--- config.mk ---
export PLATFORM = sky130hd
export DESIGN_NAME = expr_recognizer_flat
export DESIGN_NICKNAME = d
export VERILOG_FILES = /design/src/rtl/expr_recognizer_if.sv /design/src/rtl/expr_recognizer.sv /design/src/flat_wrapper.sv
export SDC_FILE = /design/constraint.sdc
export NUM_CORES = 1
export LEC_CHECK = 0
export BUFFER_PORTS_ARGS = -buffer_cell sky130_fd_sc_hd__buf_2
export CORE_MARGIN = 2
export CORE_UTILIZATION = 45
export CTS_CLUSTER_SIZE = 12
export DETAILED_ROUTE_END_ITERATION = 8
export GPL_TIMING_DRIVEN = 0
export HOLD_SLACK_MARGIN = 0.08
export PLACE_DENSITY_LB_ADDON = 0.25
export SYNTH_ARGS = -nofsm -noshare
export SYNTH_HDL_FRONTEND = slang
export SYNTH_SLANG_ARGS = --single-unit
--- constraint.sdc ---
create_clock -name clk -period 2.4 [get_ports clk]
set_clock_uncertainty 0.1 [all_clocks]
set_input_delay 0.12 -clock clk [delete_from_list [all_inputs] [get_ports clk]]
set_output_delay 0.12 -clock clk [all_outputs]
set_load 0.1 [all_outputs]
--- src/rtl/expr_recognizer_if.sv ---
// Character-stream bus for the expression recognizer.
// The source drives in_valid/in, and the recognizer returns its status flags.
interface expr_recognizer_if #(
    parameter int DEPTH_W = 3
) ();
    // Handshake: in is consumed on a rising clk edge when in_valid=1.
    // There is no ready signal because the recognizer never stalls.
    logic               in_valid;
    logic [7:0]         in;
    logic               out;
    logic               err;
    logic [DEPTH_W-1:0] depth;

    modport master (output in_valid, output in, input out, input err, input depth);
    modport slave  (input in_valid, input in, output out, output err, output depth);
endinterface

--- src/rtl/expr_recognizer.sv ---
// Streaming recognizer for expr := term (op term)*, term := number | '(' expr ')'.
// out means the prefix accepted so far is a complete legal expression. err is sticky until clr.
module expr_recognizer #(
    parameter int MAX_DIGITS = 3,
    parameter int MAX_DEPTH  = 4,
    parameter int EXT_OPS    = 0,
    parameter int DEPTH_W    = 3
) (
    input  logic             clk,
    input  logic             clr,
    expr_recognizer_if.slave bus,
    output logic [1:0]       state_o
);
    localparam int DCNT_W = $clog2(MAX_DIGITS + 1);
    localparam logic [DCNT_W-1:0]  MAX_DIG_C = DCNT_W'(MAX_DIGITS);
    localparam logic [DEPTH_W-1:0] MAX_DEP_C = DEPTH_W'(MAX_DEPTH);

    typedef enum logic [1:0] {S_EXP, S_NUM, S_CLS, S_ERR} state_t;

    state_t              state_q, state_d;
    logic [DCNT_W-1:0]   dcnt_q, dcnt_d;
    logic [DEPTH_W-1:0]  depth_q, depth_d;

    logic is_dig, is_op, is_lp, is_rp;

    always_comb begin
        is_dig = (bus.in >= 8'h30) && (bus.in <= 8'h39);
        is_op  = (bus.in == 8'h2B) || (bus.in == 8'h2A) ||
                 ((EXT_OPS != 0) && ((bus.in == 8'h2D) || (bus.in == 8'h2F)));
        is_lp  = (bus.in == 8'h28);
        is_rp  = (bus.in == 8'h29);
    end

    // Any transition into S_ERR leaves dcnt and depth untouched so they freeze at pre-error values.
    always_comb begin
        state_d = state_q;
        dcnt_d  = dcnt_q;
        depth_d = depth_q;
        if (bus.in_valid) begin
            case (state_q)
                S_EXP: begin
                    if (is_dig) begin
                        state_d = S_NUM;
                        dcnt_d  = DCNT_W'(1);
                    end else if (is_lp && (depth_q < MAX_DEP_C)) begin
                        depth_d = depth_q + 1'b1;
                    end else begin
                        state_d = S_ERR;
                    end
                end
                S_NUM: begin
                    if (is_dig && (dcnt_q < MAX_DIG_C)) begin
                        dcnt_d = dcnt_q + 1'b1;
                    end else if (is_op) begin
                        state_d = S_EXP;
                        dcnt_d  = '0;
                    end else if (is_rp && (depth_q != '0)) begin
                        state_d = S_CLS;
                        dcnt_d  = '0;
                        depth_d = depth_q - 1'b1;
                    end else begin
                        state_d = S_ERR;
                    end
                end
                S_CLS: begin
                    if (is_op) begin
                        state_d = S_EXP;
                    end else if (is_rp && (depth_q != '0)) begin
                        depth_d = depth_q - 1'b1;
                    end else begin
                        state_d = S_ERR;
                    end
                end
                S_ERR: begin
                    state_d = S_ERR;
                end
            endcase
        end
    end

    always_ff @(posedge clk or posedge clr) begin
        if (clr) begin
            state_q <= S_EXP;
            dcnt_q  <= '0;
            depth_q <= '0;
        end else begin
            state_q <= state_d;
            dcnt_q  <= dcnt_d;
            depth_q <= depth_d;
        end
    end

    assign bus.out   = ((state_q == S_NUM) || (state_q == S_CLS)) && (depth_q == '0);
    assign bus.err   = (state_q == S_ERR);
    assign bus.depth = depth_q;
    assign state_o   = state_q;
endmodule

--- src/flat_wrapper.sv ---
// flat-port wrapper written by rule: the top's interface ports become plain ports
module expr_recognizer_flat 
#(
    parameter int MAX_DIGITS = 3,
    parameter int MAX_DEPTH  = 4,
    parameter int EXT_OPS    = 0,
    parameter int DEPTH_W    = 3
)
  (clk, clr, state_o, bus_in_valid, bus_in, bus_out, bus_err, bus_depth);
  expr_recognizer_if #(.DEPTH_W(DEPTH_W)) bus_i ();
  input  logic clk;
  input  logic clr;
  output logic [1:0] state_o;
  input wire logic [$bits(bus_i.in_valid)-1:0] bus_in_valid;
  input wire logic [$bits(bus_i.in)-1:0] bus_in;
  output wire logic [$bits(bus_i.out)-1:0] bus_out;
  output wire logic [$bits(bus_i.err)-1:0] bus_err;
  output wire logic [$bits(bus_i.depth)-1:0] bus_depth;
  assign bus_i.in_valid = bus_in_valid;
  assign bus_i.in = bus_in;
  assign bus_out = bus_i.out;
  assign bus_err = bus_i.err;
  assign bus_depth = bus_i.depth;
  expr_recognizer #(.MAX_DIGITS(MAX_DIGITS), .MAX_DEPTH(MAX_DEPTH), .EXT_OPS(EXT_OPS), .DEPTH_W(DEPTH_W)) u_core (.clk(clk), .clr(clr), .bus(bus_i), .state_o(state_o));
endmodule
# Word-level counts from Yosys, hierarchy flattened
# Index checks and enable logic that the tools add are counted.
# W data, S select, Z words.
# op_classes
n_addsub	3
n_mul	0
div	0
order_cmp	4
eq_ne	14
shifts	0
mux	19
n_bitwise	0
reduce_logical	15
# ops
op	count
$eq A8 B6 Y1 const B	4
$mux W2	10
$mux W3	5
$pmux W3 S3	1
$ge A8 B6 Y1 const B	1
$le A8 B6 Y1 const B	1
$pmux W2 S4	1
$reduce_and A4 Y1	2
$ne A3 B2 Y1 const B	2
$reduce_bool A3 Y1	2
$logic_and A1 B1 Y1	5
$reduce_and A5 Y1	1
$eq A2 B2 Y1 const B	2
$ne A2 B1 Y1 const B	2
$ne A2 B2 Y1 const B	2
$ne A4 B1 Y1 const B	1
$pmux W2 S2	1
$add A3 B1 Y3 const B	1
$logic_not A3 Y1	1
$lt A3 B3 Y1 const B	1
$sub A3 B1 Y3 const B	1
$add A2 B1 Y2 const B	1
$eq A2 B1 Y1 const B	1
$logic_not A2 Y1	1
4 further kinds	5
# word_totals
register_bits	7
latchBits	0
ram_bits	0
romBits	0
wordCells	58
n_memories	0

# Logic depth before layout (Yosys ltp)
# Gate-level depths: netlist (run 1).
# logic_depth
depth_word	6
depth_mapped	7
depth_no_buf	7

# Least setup slack after synthesis (run 1)
# No wires, ideal clock.
# synth_path
kind	reg2reg
from	register u_core.state_q[0], in the netlist u_core.state_o[0]
to	register u_core.depth_q[1], in the netlist u_core.bus.depth[1]
setup_time_ns	0.129
arrival_ns	2.630
path_slack_ns	-0.459
stages_incl_launch_ff	7
cell_sequence	dfrtp_1 -> inv_1 -> ha_1 -> or4b_1 -> a41o_1 -> nand4_2 -> mux2_1
# synth_between
elab_chain_len	3
elab_cells_between_ends	9
classes_between	5 x eq/ne; 1 x mux; 3 x reduce/logical
# synth_rtl
element	line_no	text
start, declared	expr_recognizer.sv:20	state_t state_q, state_d;
start signal, assigned	expr_recognizer.sv:87	state_q <= state_d;
$eq A2 B1 Y1, or another cell as far along	expr_recognizer.sv:40	case (state_q)
$ne A2 B2 Y1 (no line), or another cell as far along	-	
$reduce_and A5 Y1 (no line)	-	
end signal, assigned	expr_recognizer.sv:89	depth_q <= depth_d;
end, declared	expr_recognizer.sv:22	logic [DEPTH_W-1:0] depth_q, depth_d;
# Several ways; a longest one is shown, not always the timed one.
# A chain may end at the register's enable or synchronous reset.

# Worst setup path after layout (run 1)
# layout_path
from	register u_core.state_q[1], in the netlist u_core.state_o[1]
to	output port bus_out
# layout_between
elab_chain_len	3
elab_cells_between_ends	4
classes_between	2 x eq/ne; 2 x reduce/logical
# layout_rtl
element	line_no	text
$eq A2 B1 Y1 / $eq A2 B2 Y1 (equally long branches)	expr_recognizer.sv:93	assign bus.out = ((state_q == S_NUM) || (state_q == S_CLS)) && (depth_q == '0);
$logic_or A1 B1 Y1 (*)	expr_recognizer.sv:93	
$logic_and A1 B1 Y1 (*)	expr_recognizer.sv:93	
end, declared	flat_wrapper.sv:16	output wire logic [$bits(bus_i.out)-1:0] bus_out;
# Every way passes the cells marked *; elsewhere a longest branch is shown, timed or not.

==> impl_summary.log, run 1 <==
[metrics] via count: 571
[metrics] final antenna-violating net count: 0
[metrics] root buffer selected by CTS: sky130_fd_sc_hd__clkbuf_4
[metrics] Max stage delay cell, worst path: sky130_fd_sc_hd__or4b_1
[metrics] final setup fails: 0
[metrics] count of instances resized after the clock tree is built: 0
[metrics] share of post-route cells with drive strength above 1: 0.365
[metrics] total die area: 0.00168 sq mm
[metrics] placeable core region: 0.00128 sq mm
[metrics] GRT Residual Overflow: 0
[metrics] CP most frequent cell: sky130_fd_sc_hd__inv_1
[metrics] mean instance size in the synthesized netlist: 9.75 sq um
[metrics] io pins: 18
[metrics] fraction of synthesis flops using an asynchronous set or reset pin: 1.00
[metrics] most repeated cell in the gate-level netlist after synthesis: sky130_fd_sc_hd__dfrtp_1
[metrics] Worst slew margin: 0.679
[metrics] final weighted congestion in routability-driven placement: 0.711
[metrics] count of flip-flops with a built-in enable after synthesis: 0
[metrics] DRC violation count after routing: 0
[metrics] dominant cell type by area after synthesis: sky130_fd_sc_hd__dfrtp_1
[metrics] worst min-delay path category: in2reg
[metrics] Post-CTS Setup Repair Bufs: 0
[metrics] Post-synth top cells: sky130_fd_sc_hd__dfrtp_1, sky130_fd_sc_hd__inv_1, sky130_fd_sc_hd__ha_1
[metrics] global-route usage over all layers: 0.197
[metrics] count of routing violations after the opening detailed-route iteration: 7
[metrics] count of mapped cells out of synthesis: 63
[metrics] unrepaired setup endpoints after global routing: no
[metrics] Yosys Warn Count: 0
[metrics] most area-consuming cells after synthesis: sky130_fd_sc_hd__dfrtp_1, sky130_fd_sc_hd__ha_1, sky130_fd_sc_hd__nand4b_1
[metrics] NumNets Final: 103
[metrics] antenna violations before repair: 0
[metrics] area share of the largest cell type after synthesis: 0.285
[metrics] TritonCTS clock tree: done
[metrics] number of detailed-routing iterations run before antenna repair: 4
[metrics] number of pins exceeding their max-slew limit in the final report: 0
[metrics] maximum root-to-sink buffer count: 2
[metrics] fill cell instance count of the final layout: 124
[metrics] CP peak stage delay: 0.48 ns
[metrics] total routed wirelength: 1350 um
[metrics] routed length per instance: 13.5 um
[metrics] final critical-path required period: 2.24 ns
[metrics] via count of the first global-routing pass: 509
[metrics] post-synthesis net count: 80
[metrics] primary flip-flop cell chosen by synthesis mapping: sky130_fd_sc_hd__dfrtp_1
[metrics] CTS H-Tree Depth: 1
[metrics] sequential element share of the synthesized area: 0.285
[metrics] endpoint arrival time on the critical path: 2.02 ns
[metrics] CP Class: reg2out
[metrics] critical path, cell by cell: inv_1 > ha_4 > or4b_1 > inv_1 > buf_2
[metrics] clock slew at reported path FFs: 0.04 ns
[metrics] number of buffers inserted by port buffering: 17
[metrics] via density per instance: 5.71
[metrics] diodes inserted: 0
[metrics] maximum capacitance violations: 0
[metrics] actual transition at the worst max-transition pin: 0.485 ns
[metrics] #FFs+latches synth: 7
[metrics] Data required, critical path: 2.18 ns
[metrics] DPL Wire Length: 1140 um
[metrics] initial cell density of the core: 0.478
[metrics] post-route fraction of the period consumed by the critical path: 0.935
[metrics] clock latency on the worst-skew pair: 0.24 ns
[metrics] area overhead of the layout relative to synthesis: 26.5%
[metrics] result of the run: finished, final reports clean
[metrics] number of distinct library cell variants in the gate-level netlist after synthesis: 36
[metrics] die outline height: 41.0 um
[metrics] endpoint type of the worst setup path: output port
[metrics] sum of negative setup slack: 0 ns
[metrics] total number of placement rows: 13
[metrics] launching element type of the critical path: register
[metrics] hold buffer count at CTS: 1
[metrics] TritonCTS buffer count: 3
[metrics] count of endpoints failing hold in the final timing report: 0
[metrics] largest net degree at the start of global routing: 9
[metrics] width of the chip: 41.0 um
[metrics] worst-path maximum fanout: 5
[metrics] maximum clock rate: 0.446 GHz
[metrics] cell area after synthesis: 614 sq um
[metrics] total clock sinks: 7
[metrics] global-route wire length before repair: 2060 um
==> placed cells by master, fill, tap and decap left out, types with 2 or more instances in the layout <==
master and count:
sky130_fd_sc_hd__xnor2_1 2, sky130_fd_sc_hd__nor3b_2 2, sky130_fd_sc_hd__o21a_1 2, sky130_fd_sc_hd__dfrtp_4 2, sky130_fd_sc_hd__inv_1 6, sky130_fd_sc_hd__ha_1 3
sky130_fd_sc_hd__nand4b_1 3, sky130_fd_sc_hd__nor2_1 3, sky130_fd_sc_hd__buf_2 17, sky130_fd_sc_hd__mux2i_1 2, sky130_fd_sc_hd__nand3_1 2, sky130_fd_sc_hd__clkbuf_4 3
sky130_fd_sc_hd__dfrtp_1 5, sky130_fd_sc_hd__nand2_1 4
==> flip-flops by register name (all words and copies together) (netlist names) <==
signal            flops
u_core.bus.depth      3
u_core.dcnt_q         2
u_core.state_o        2
==> critical path: cells and delay by family, from the launching register on <==
family,cells,cell delay (ns)
buffers and inverters,3,0.57
adder cells (fa/ha/maj),1,0.31
flip-flops,1,0.42
AND/OR/NAND/NOR,1,0.48
==> worst paths after layout <==
path	slack (ns)	to	from	cells after the start
setup / recovery	0.16	bus_out	u_core.state_o[1]$_DFFE_PP0P_	5
hold / removal	0.11	u_core.bus.depth[0]$_DFFE_PP0P_	bus_in_valid	3
setup reg to reg	0.18	u_core.bus.depth[1]$_DFFE_PP0P_	u_core.state_o[1]$_DFFE_PP0P_	6
hold reg to reg	0.43	u_core.dcnt_q[1]$_DFFE_PP0P_	u_core.dcnt_q[1]$_DFFE_PP0P_	2
max in group asynchronous	1.72	u_core.state_o[0]$_DFFE_PP0P_	clr	3
min in group asynchronous	0.25	u_core.dcnt_q[0]$_DFFE_PP0P_	clr	3
==> stage by stage <==
stage                     instances  cell area, sq um  utilization  worst slack [ns]  hold WS [ns]
after global routing            100               777        0.605            0.0883         0.126
final                           100               777        0.605             0.156         0.111
after CTS                       100               777        0.605             0.134         0.104
after detailed placement         95               741        0.576             0.166       -0.0470
after floorplan                  63               637            -           0.00510        -0.177
after global placement           95               741        0.576             0.205       -0.0488
==> metal layers <==
layer	global-route usage	up-vias	wire [um]
met5	0	-	0
met1	0.223	266	569
met4	0.0750	0	16
met3	0.0326	2	76
met2	0.359	18	691
li1	-	285	-
==> cell type report <==
| cell class | instances | area [sq um] | share of cell area |
|---|---|---|---|
| buffer | 1 | 5.00 | 0.00644 |
| clock buffer | 4 | 26.3 | 0.0338 |
| inverter | 6 | 22.5 | 0.0290 |
| multi-input combinational | 49 | 427 | 0.549 |
| sequential | 7 | 183 | 0.235 |
| tap | 15 | 18.8 | 0.0242 |
| timing repair buffer | 18 | 95.1 | 0.122 |
==> logic make-up (layout without fill, tap and decap cells) <==
group                    Yosys count  count (layout)  share of synthesized area
buffers and inverters              7              29                     0.0448
AND/OR/NAND/NOR                   23              23                      0.269
adder cells (fa/ha/maj)            6               6                      0.134
XOR/XNOR                           3               3                     0.0428
AO/OA/AOI/OAI                     14              14                      0.173
flip-flops                         7               7                      0.285
multiplexers                       3               3                     0.0509
Power of run 1 is not shown: default switching activity piles up to over one toggle a cycle in this logic, so the estimate is an artifact.
==> run 2: changes to the inputs <==
--- a/config.mk
+++ b/config.mk
@@ -7,11 +7,11 @@
 export LEC_CHECK = 0
 export BUFFER_PORTS_ARGS = -buffer_cell sky130_fd_sc_hd__buf_2
 export CORE_MARGIN = 2
-export CORE_UTILIZATION = 45
+export CORE_UTILIZATION = 32
 export CTS_CLUSTER_SIZE = 12
 export DETAILED_ROUTE_END_ITERATION = 8
 export GPL_TIMING_DRIVEN = 0
-export HOLD_SLACK_MARGIN = 0.08
+export HOLD_SLACK_MARGIN = 0.12
 export PLACE_DENSITY_LB_ADDON = 0.25
 export SYNTH_ARGS = -nofsm -noshare
 export SYNTH_HDL_FRONTEND = slang
==> impl_summary.log, run 2 (synthesis gave the netlist of run 1 again) <==
[metrics] Post-CTS Setup Repair Bufs: 0 (unchanged)
[metrics] Max stage delay cell, worst path: sky130_fd_sc_hd__or4b_1
[metrics] routed length per instance: 12.0 um (-11%)
[metrics] Worst slew margin: 0.678 (-0.000893)
[metrics] Data required, critical path: 2.18 ns (about the same)
[metrics] diodes inserted: 0 (unchanged)
[metrics] launching element type of the critical path: register
[metrics] CP Class: reg2out
[metrics] total clock sinks: 7 (unchanged)
[metrics] count of routing violations after the opening detailed-route iteration: 9 (+2)
[metrics] via density per instance: 5.20 (-9.0%)
[metrics] CTS H-Tree Depth: 1 (unchanged)
[metrics] number of detailed-routing iterations run before antenna repair: 4 (unchanged)
[metrics] die outline height: 47.8 um (+17%)
[metrics] number of buffers inserted by port buffering: 17 (unchanged)
[metrics] final critical-path required period: 2.25 ns (+0.00477 ns)
[metrics] maximum root-to-sink buffer count: 2 (unchanged)
[metrics] total routed wirelength: 1340 um (-1.3%)
[metrics] clock slew at reported path FFs: 0.05 ns (about the same)
[metrics] antenna violations before repair: 0 (unchanged)
[metrics] endpoint type of the worst setup path: output port
[metrics] NumNets Final: 104 (+0.97%)
[metrics] sum of negative setup slack: 0 ns (unchanged)
[metrics] CP peak stage delay: 0.47 ns (about the same)
[metrics] GRT Residual Overflow: 0 (unchanged)
[metrics] actual transition at the worst max-transition pin: 0.486 ns (+0.00135 ns)
[metrics] count of endpoints failing hold in the final timing report: 0 (unchanged)
[metrics] width of the chip: 47.8 um (+17%)
[metrics] highest-count cells in the layout ignoring fill and taps: sky130_fd_sc_hd__buf_2, sky130_fd_sc_hd__inv_1, sky130_fd_sc_hd__dfrtp_1, sky130_fd_sc_hd__nand2_1
[metrics] flip-flop count of the largest register after layout: 3 (unchanged)
[metrics] clock latency on the worst-skew pair: 0.24 ns (about the same)
[metrics] io pins: 18 (unchanged)
[metrics] DRC violation count after routing: 0 (unchanged)
[metrics] global-route usage over all layers: 0.137 (-0.0597)
[metrics] TritonCTS clock tree: done
[metrics] fill cell instance count of the final layout: 192 (+55%)
[metrics] final setup fails: 0 (unchanged)
[metrics] CP most frequent cell: sky130_fd_sc_hd__inv_1
[metrics] global-route wire length before repair: 2100 um (+2.0%)
[metrics] TritonCTS buffer count: 3 (unchanged)
[metrics] critical path, cell by cell: inv_1 > ha_4 > or4b_1 > inv_1 > buf_2
[metrics] result of the run: finished, final reports clean
[metrics] share of post-route cells with drive strength above 1: 0.360 (-0.00424)
[metrics] initial cell density of the core: 0.348 (-0.130)
[metrics] post-route fraction of the period consumed by the critical path: 0.937 (+0.00199)
[metrics] worst path buffer plus inverter count: 3 (unchanged)
[metrics] endpoint arrival time on the critical path: 2.03 ns (about the same)
[metrics] DPL Wire Length: 1070 um (-6.1%)
[metrics] worst min-delay path category: in2async
[metrics] leading cell type in the layout, fill and taps excluded: sky130_fd_sc_hd__buf_2
[metrics] largest net degree at the start of global routing: 9 (unchanged)
[metrics] final weighted congestion in routability-driven placement: 0.744 (+4.7%)
[metrics] root buffer selected by CTS: sky130_fd_sc_hd__clkbuf_4
[metrics] worst-path maximum fanout: 5 (unchanged)
[metrics] total number of placement rows: 15 (+2)
[metrics] crit-path leading delay family: buffers and inverters
[metrics] via count: 577 (+1.1%)
[metrics] maximum clock rate: 0.445 GHz (-0.21%)
[metrics] number of pins exceeding their max-slew limit in the final report: 0 (unchanged)
[metrics] area overhead of the layout relative to synthesis: 30.1%
[metrics] final antenna-violating net count: 0 (unchanged)
[metrics] total die area: 0.00229 sq mm (+36%)
[metrics] placeable core region: 0.00176 sq mm (+37%)
[metrics] via count of the first global-routing pass: 488 (-4.1%)
[metrics] unrepaired setup endpoints after global routing: no
[metrics] maximum capacitance violations: 0 (unchanged)
## run 2: per-stage QoR
| step | std cells | setup WS [ns] | hold slack [ns] | utilization | cell area, sq um |
|---|---|---|---|---|---|
| floorplan | 63 | 0.00510 | -0.177 | - | 637 |
| global placement | 105 | 0.177 | -0.0460 | 0.427 | 753 |
| detailed placement | 105 | 0.178 | -0.0466 | 0.427 | 753 |
| CTS | 111 | 0.134 | 0.229 | 0.453 | 800 |
| global route | 111 | 0.0638 | 0.261 | 0.453 | 800 |
| finish | 111 | 0.151 | 0.231 | 0.453 | 800 |
## run 2: worst min-delay path: stages
cell	delay, ns
sky130_fd_sc_hd__dlygate4sd3_1	0.53
sky130_fd_sc_hd__buf_2	0.12
sky130_fd_sc_hd__inv_1	0.19
## run 2: area by class of cell
type	count	area, sq um	share of cell area
multi-input cells	49	427	0.534
flip-flops and latches	7	183	0.228
repair buffers	19	105	0.131
well taps	25	31.3	0.0391
clock buffers	4	26.3	0.0329
inverters	6	22.5	0.0282
plain buffers	1	5.00	0.00626
## run 2: what timing repair did
| item | 4_1_cts | 5_1_grt |
|---|---|---|
| hold endpoints to repair | 8 | 0 |
| gates resized for setup | 0 | 0 |
| hold buffers | 2 | 0 |
## run 2: final timing paths
| check | startpoint | end | slack, ns | cells after the start |
|---|---|---|---|---|
| hold / removal | clr | u_core.state_o[0]$_DFFE_PP0P_ | 0.23 | 3 |
| min in group clk | bus_in[1] | u_core.state_o[0]$_DFFE_PP0P_ | 0.29 | 3 |
| setup reg to reg | u_core.state_o[0]$_DFFE_PP0P_ | u_core.bus.depth[1]$_DFFE_PP0P_ | 0.17 | 6 |
| hold reg to reg | u_core.dcnt_q[1]$_DFFE_PP0P_ | u_core.dcnt_q[1]$_DFFE_PP0P_ | 0.45 | 2 |
| max in group asynchronous | clr | u_core.state_o[1]$_DFFE_PP0P_ | 1.75 | 3 |
| setup / recovery | u_core.state_o[0]$_DFFE_PP0P_ | bus_out | 0.15 | 5 |
## run 2: per-layer routing
metal | vias to the layer above | track usage | wire, um
met5 | - | 0 | 0
met4 | 0 | 0.108 | 21
met3 | 4 | 0.0113 | 73
met2 | 18 | 0.179 | 564
met1 | 270 | 0.203 | 677
li1 | 285 | - | -
Power of run 2 is left out for the same reason.
==> run 3: changes to the inputs <==
--- a/config.mk
+++ b/config.mk
@@ -5,11 +5,12 @@
 export SDC_FILE = /design/constraint.sdc
 export NUM_CORES = 1
 export LEC_CHECK = 0
-export BUFFER_PORTS_ARGS = -buffer_cell sky130_fd_sc_hd__buf_2
+export CORE_ASPECT_RATIO = 1.2
 export CORE_MARGIN = 2
 export CORE_UTILIZATION = 32
 export CTS_CLUSTER_SIZE = 12
 export DETAILED_ROUTE_END_ITERATION = 8
+export DONT_BUFFER_PORTS = 1
 export GPL_TIMING_DRIVEN = 0
 export HOLD_SLACK_MARGIN = 0.12
 export PLACE_DENSITY_LB_ADDON = 0.25
==> impl_summary.log, run 3 (synthesis gave the netlist of run 1 again) <==
[metrics] io pins: 18 (unchanged)
[metrics] area overhead of the layout relative to synthesis: 24.8%
[metrics] maximum root-to-sink buffer count: 2 (unchanged)
[metrics] DPL Wire Length: 1000 um (-6.1%)
[metrics] count of endpoints failing hold in the final timing report: 0 (unchanged)
[metrics] number of pins exceeding their max-slew limit in the final report: 0 (unchanged)
[metrics] sum of negative setup slack: 0 ns (unchanged)
[metrics] diodes inserted: 0 (unchanged)
[metrics] flip-flop count of the largest register after layout: 3 (unchanged)
[metrics] final weighted congestion in routability-driven placement: 0.695 (-6.6%)
[metrics] result of the run: finished, final reports clean
[metrics] number of buffers inserted by port buffering: 0 (-17)
[metrics] unrepaired setup endpoints after global routing: no
[metrics] DRC violation count after routing: 0 (unchanged)
[metrics] NumNets Final: 92 (-12%)
[metrics] critical path, cell by cell: inv_4 > ha_4 > or4b_4 > a41o_1 > nand4_2 > mux2_4
[metrics] initial cell density of the core: 0.336 (-0.0124)
[metrics] actual transition at the worst max-transition pin: 0.587 ns (+0.101 ns)
[metrics] endpoint arrival time on the critical path: 2.39 ns (+0.36 ns)
[metrics] share of post-route cells with drive strength above 1: 0.351 (-0.00911)
[metrics] Max stage delay cell, worst path: sky130_fd_sc_hd__dfrtp_4
[metrics] global-route wire length before repair: 2180 um (+3.6%)
[metrics] via density per instance: 5.76 (+11%)
[metrics] antenna violations before repair: 0 (unchanged)
[metrics] die outline height: 52 um (+8.8%)
[metrics] clock latency on the worst-skew pair: 0.24 ns (about the same)
[metrics] R2R setup slack: 0.03 ns (-0.14 ns)
[metrics] post-route fraction of the period consumed by the critical path: 0.987 (+0.0496)
[metrics] via count of the first global-routing pass: 520 (+6.6%)
[metrics] minimum setup slack after placement: -0.134 ns (-0.312 ns)
[metrics] post-route worst setup slack: 0.0320 ns (-0.119 ns)
[metrics] worst path buffer plus inverter count: 1 (-2)
[metrics] CP peak stage delay: 0.64 ns (+0.17 ns)
[metrics] worst-path maximum fanout: 4 (-1)
[metrics] number of placed cells counting well taps: 82 (-22%)
[metrics] TritonCTS clock tree: done
[metrics] GRT Residual Overflow: 0 (unchanged)
[metrics] final antenna-violating net count: 0 (unchanged)
[metrics] maximum clock rate: 0.422 GHz (-5.0%)
[metrics] count of routing violations after the opening detailed-route iteration: 6 (-3)
[metrics] CTS H-Tree Depth: 1 (unchanged)
[metrics] global-route usage over all layers: 0.131 (-0.00590)
[metrics] total clock sinks: 7 (unchanged)
[metrics] highest-count cells in the layout ignoring fill and taps: sky130_fd_sc_hd__nand2_1, sky130_fd_sc_hd__buf_4
[metrics] launching element type of the critical path: register
[metrics] total die area: 0.00229 sq mm (about the same)
[metrics] total routed wirelength: 1390 um (+4.0%)
[metrics] root buffer selected by CTS: sky130_fd_sc_hd__clkbuf_4
[metrics] number of detailed-routing iterations run before antenna repair: 4 (unchanged)
[metrics] placeable core region: 0.00183 sq mm (+3.7%)
[metrics] worst min-delay path category: in2reg
[metrics] via count: 536 (-7.1%)
[metrics] CP Class: reg2reg
[metrics] endpoint type of the worst setup path: register
[metrics] final critical-path required period: 2.37 ns (+0.119 ns)
[metrics] crit-path leading delay family: flip-flops
[metrics] total number of placement rows: 17 (+2)
[metrics] clock slew at reported path FFs: 0.05 ns (about the same)
[metrics] post-route non-filler standard cell count: 93 (-16%)
[metrics] Worst slew margin: 0.608 (-0.0695)
[metrics] TritonCTS buffer count: 3 (unchanged)
[metrics] routed length per instance: 14.9 um (+24%)
[metrics] final setup fails: 0 (unchanged)
[metrics] maximum capacitance violations: 0 (unchanged)
[metrics] Data required, critical path: 2.43 ns (+0.25 ns)
[metrics] largest net degree at the start of global routing: 9 (unchanged)
[metrics] width of the chip: 44 um (-8.0%)
-- run 3: cell count changes in the layout (fill, tap and decap cells not counted) --
| cell | previous run | this run |
|---|---|---|
| sky130_fd_sc_hd__or4b_4 | 0 | 1 |
| sky130_fd_sc_hd__dlygate4sd3_1 | 2 | 3 |
| sky130_fd_sc_hd__dfrtp_2 | 0 | 3 |
| sky130_fd_sc_hd__inv_1 | 6 | 3 |
| sky130_fd_sc_hd__mux2_4 | 0 | 1 |
| sky130_fd_sc_hd__dfrtp_1 | 5 | 2 |
| sky130_fd_sc_hd__clkinvlp_4 | 0 | 1 |
| sky130_fd_sc_hd__buf_4 | 0 | 4 |
| sky130_fd_sc_hd__buf_2 | 17 | 0 |
| sky130_fd_sc_hd__mux2_1 | 1 | 0 |
| sky130_fd_sc_hd__inv_4 | 0 | 2 |
| sky130_fd_sc_hd__or4b_1 | 1 | 0 |
-- run 3: area by class of cell --
| class | count | area, sq um |
|---|---|---|
| Tap cell | 19 | 23.8 |
| Clock buffer | 4 | 26.3 |
| Fill cell | 179 | 1060 |
| Timing Repair Buffer | 7 | 60.1 |
| Sequential cell | 7 | 186 |
| Inverter | 6 | 31.3 |
| Buffer | 1 | 5.00 |
| Multi-Input combinational cell | 49 | 434 |
-- run 3: worst paths after layout --
kind / start / endpoint / depth (start not counted)
min in group asynchronous: clr / u_core.state_o[1]$_DFFE_PP0P_ / 2
max reg2reg: u_core.state_o[0]$_DFFE_PP0P_ / u_core.bus.depth[1]$_DFFE_PP0P_ / 6
min reg2reg: u_core.dcnt_q[1]$_DFFE_PP0P_ / u_core.dcnt_q[1]$_DFFE_PP0P_ / 2
max in group asynchronous: clr / u_core.state_o[0]$_DFFE_PP0P_ / 2
min: bus_in[1] / u_core.dcnt_q[1]$_DFFE_PP0P_ / 3
max: u_core.state_o[0]$_DFFE_PP0P_ / u_core.bus.depth[1]$_DFFE_PP0P_ / 6
-- run 3: tightest hold or removal path, stage by stage --
cell and delay [ns]:
sky130_fd_sc_hd__o211ai_1 0.12, sky130_fd_sc_hd__nand4_1 0.11, sky130_fd_sc_hd__nand3_1 0.07
-- run 3: per-stage QoR --
stage / cell area [sq um] / utilization / hold WS [ns]
after floorplan: 637 / - / -0.177
after global placement: 661 / 0.361 / -0.146
after detailed placement: 661 / 0.361 / -0.136
after CTS: 738 / 0.404 / 0.126
after global routing: 767 / 0.419 / 0.129
final: 767 / 0.419 / 0.134
-- run 3: repair_timing --
action                                 4_1_cts  5_1_grt
gates resized for setup                      7        3
setup endpoints to repair                    2        1
cloned                                       0        0
pin swaps                                    2        1
setup buffers                                1        3
hold buffers                                 3        0
endpoints found under the hold margin       13        0
-- run 3: layer usage --
| metal | routed length [um] | global-route usage | vias up |
|---|---|---|---|
| met5 | 0 | 0 | - |
| met4 | 23 | 0.0758 | 0 |
| met3 | 109 | 0.0382 | 4 |
| met2 | 668 | 0.213 | 18 |
| met1 | 589 | 0.150 | 254 |
| li1 | - | - | 260 |
Power of run 3 is left out for the same reason.
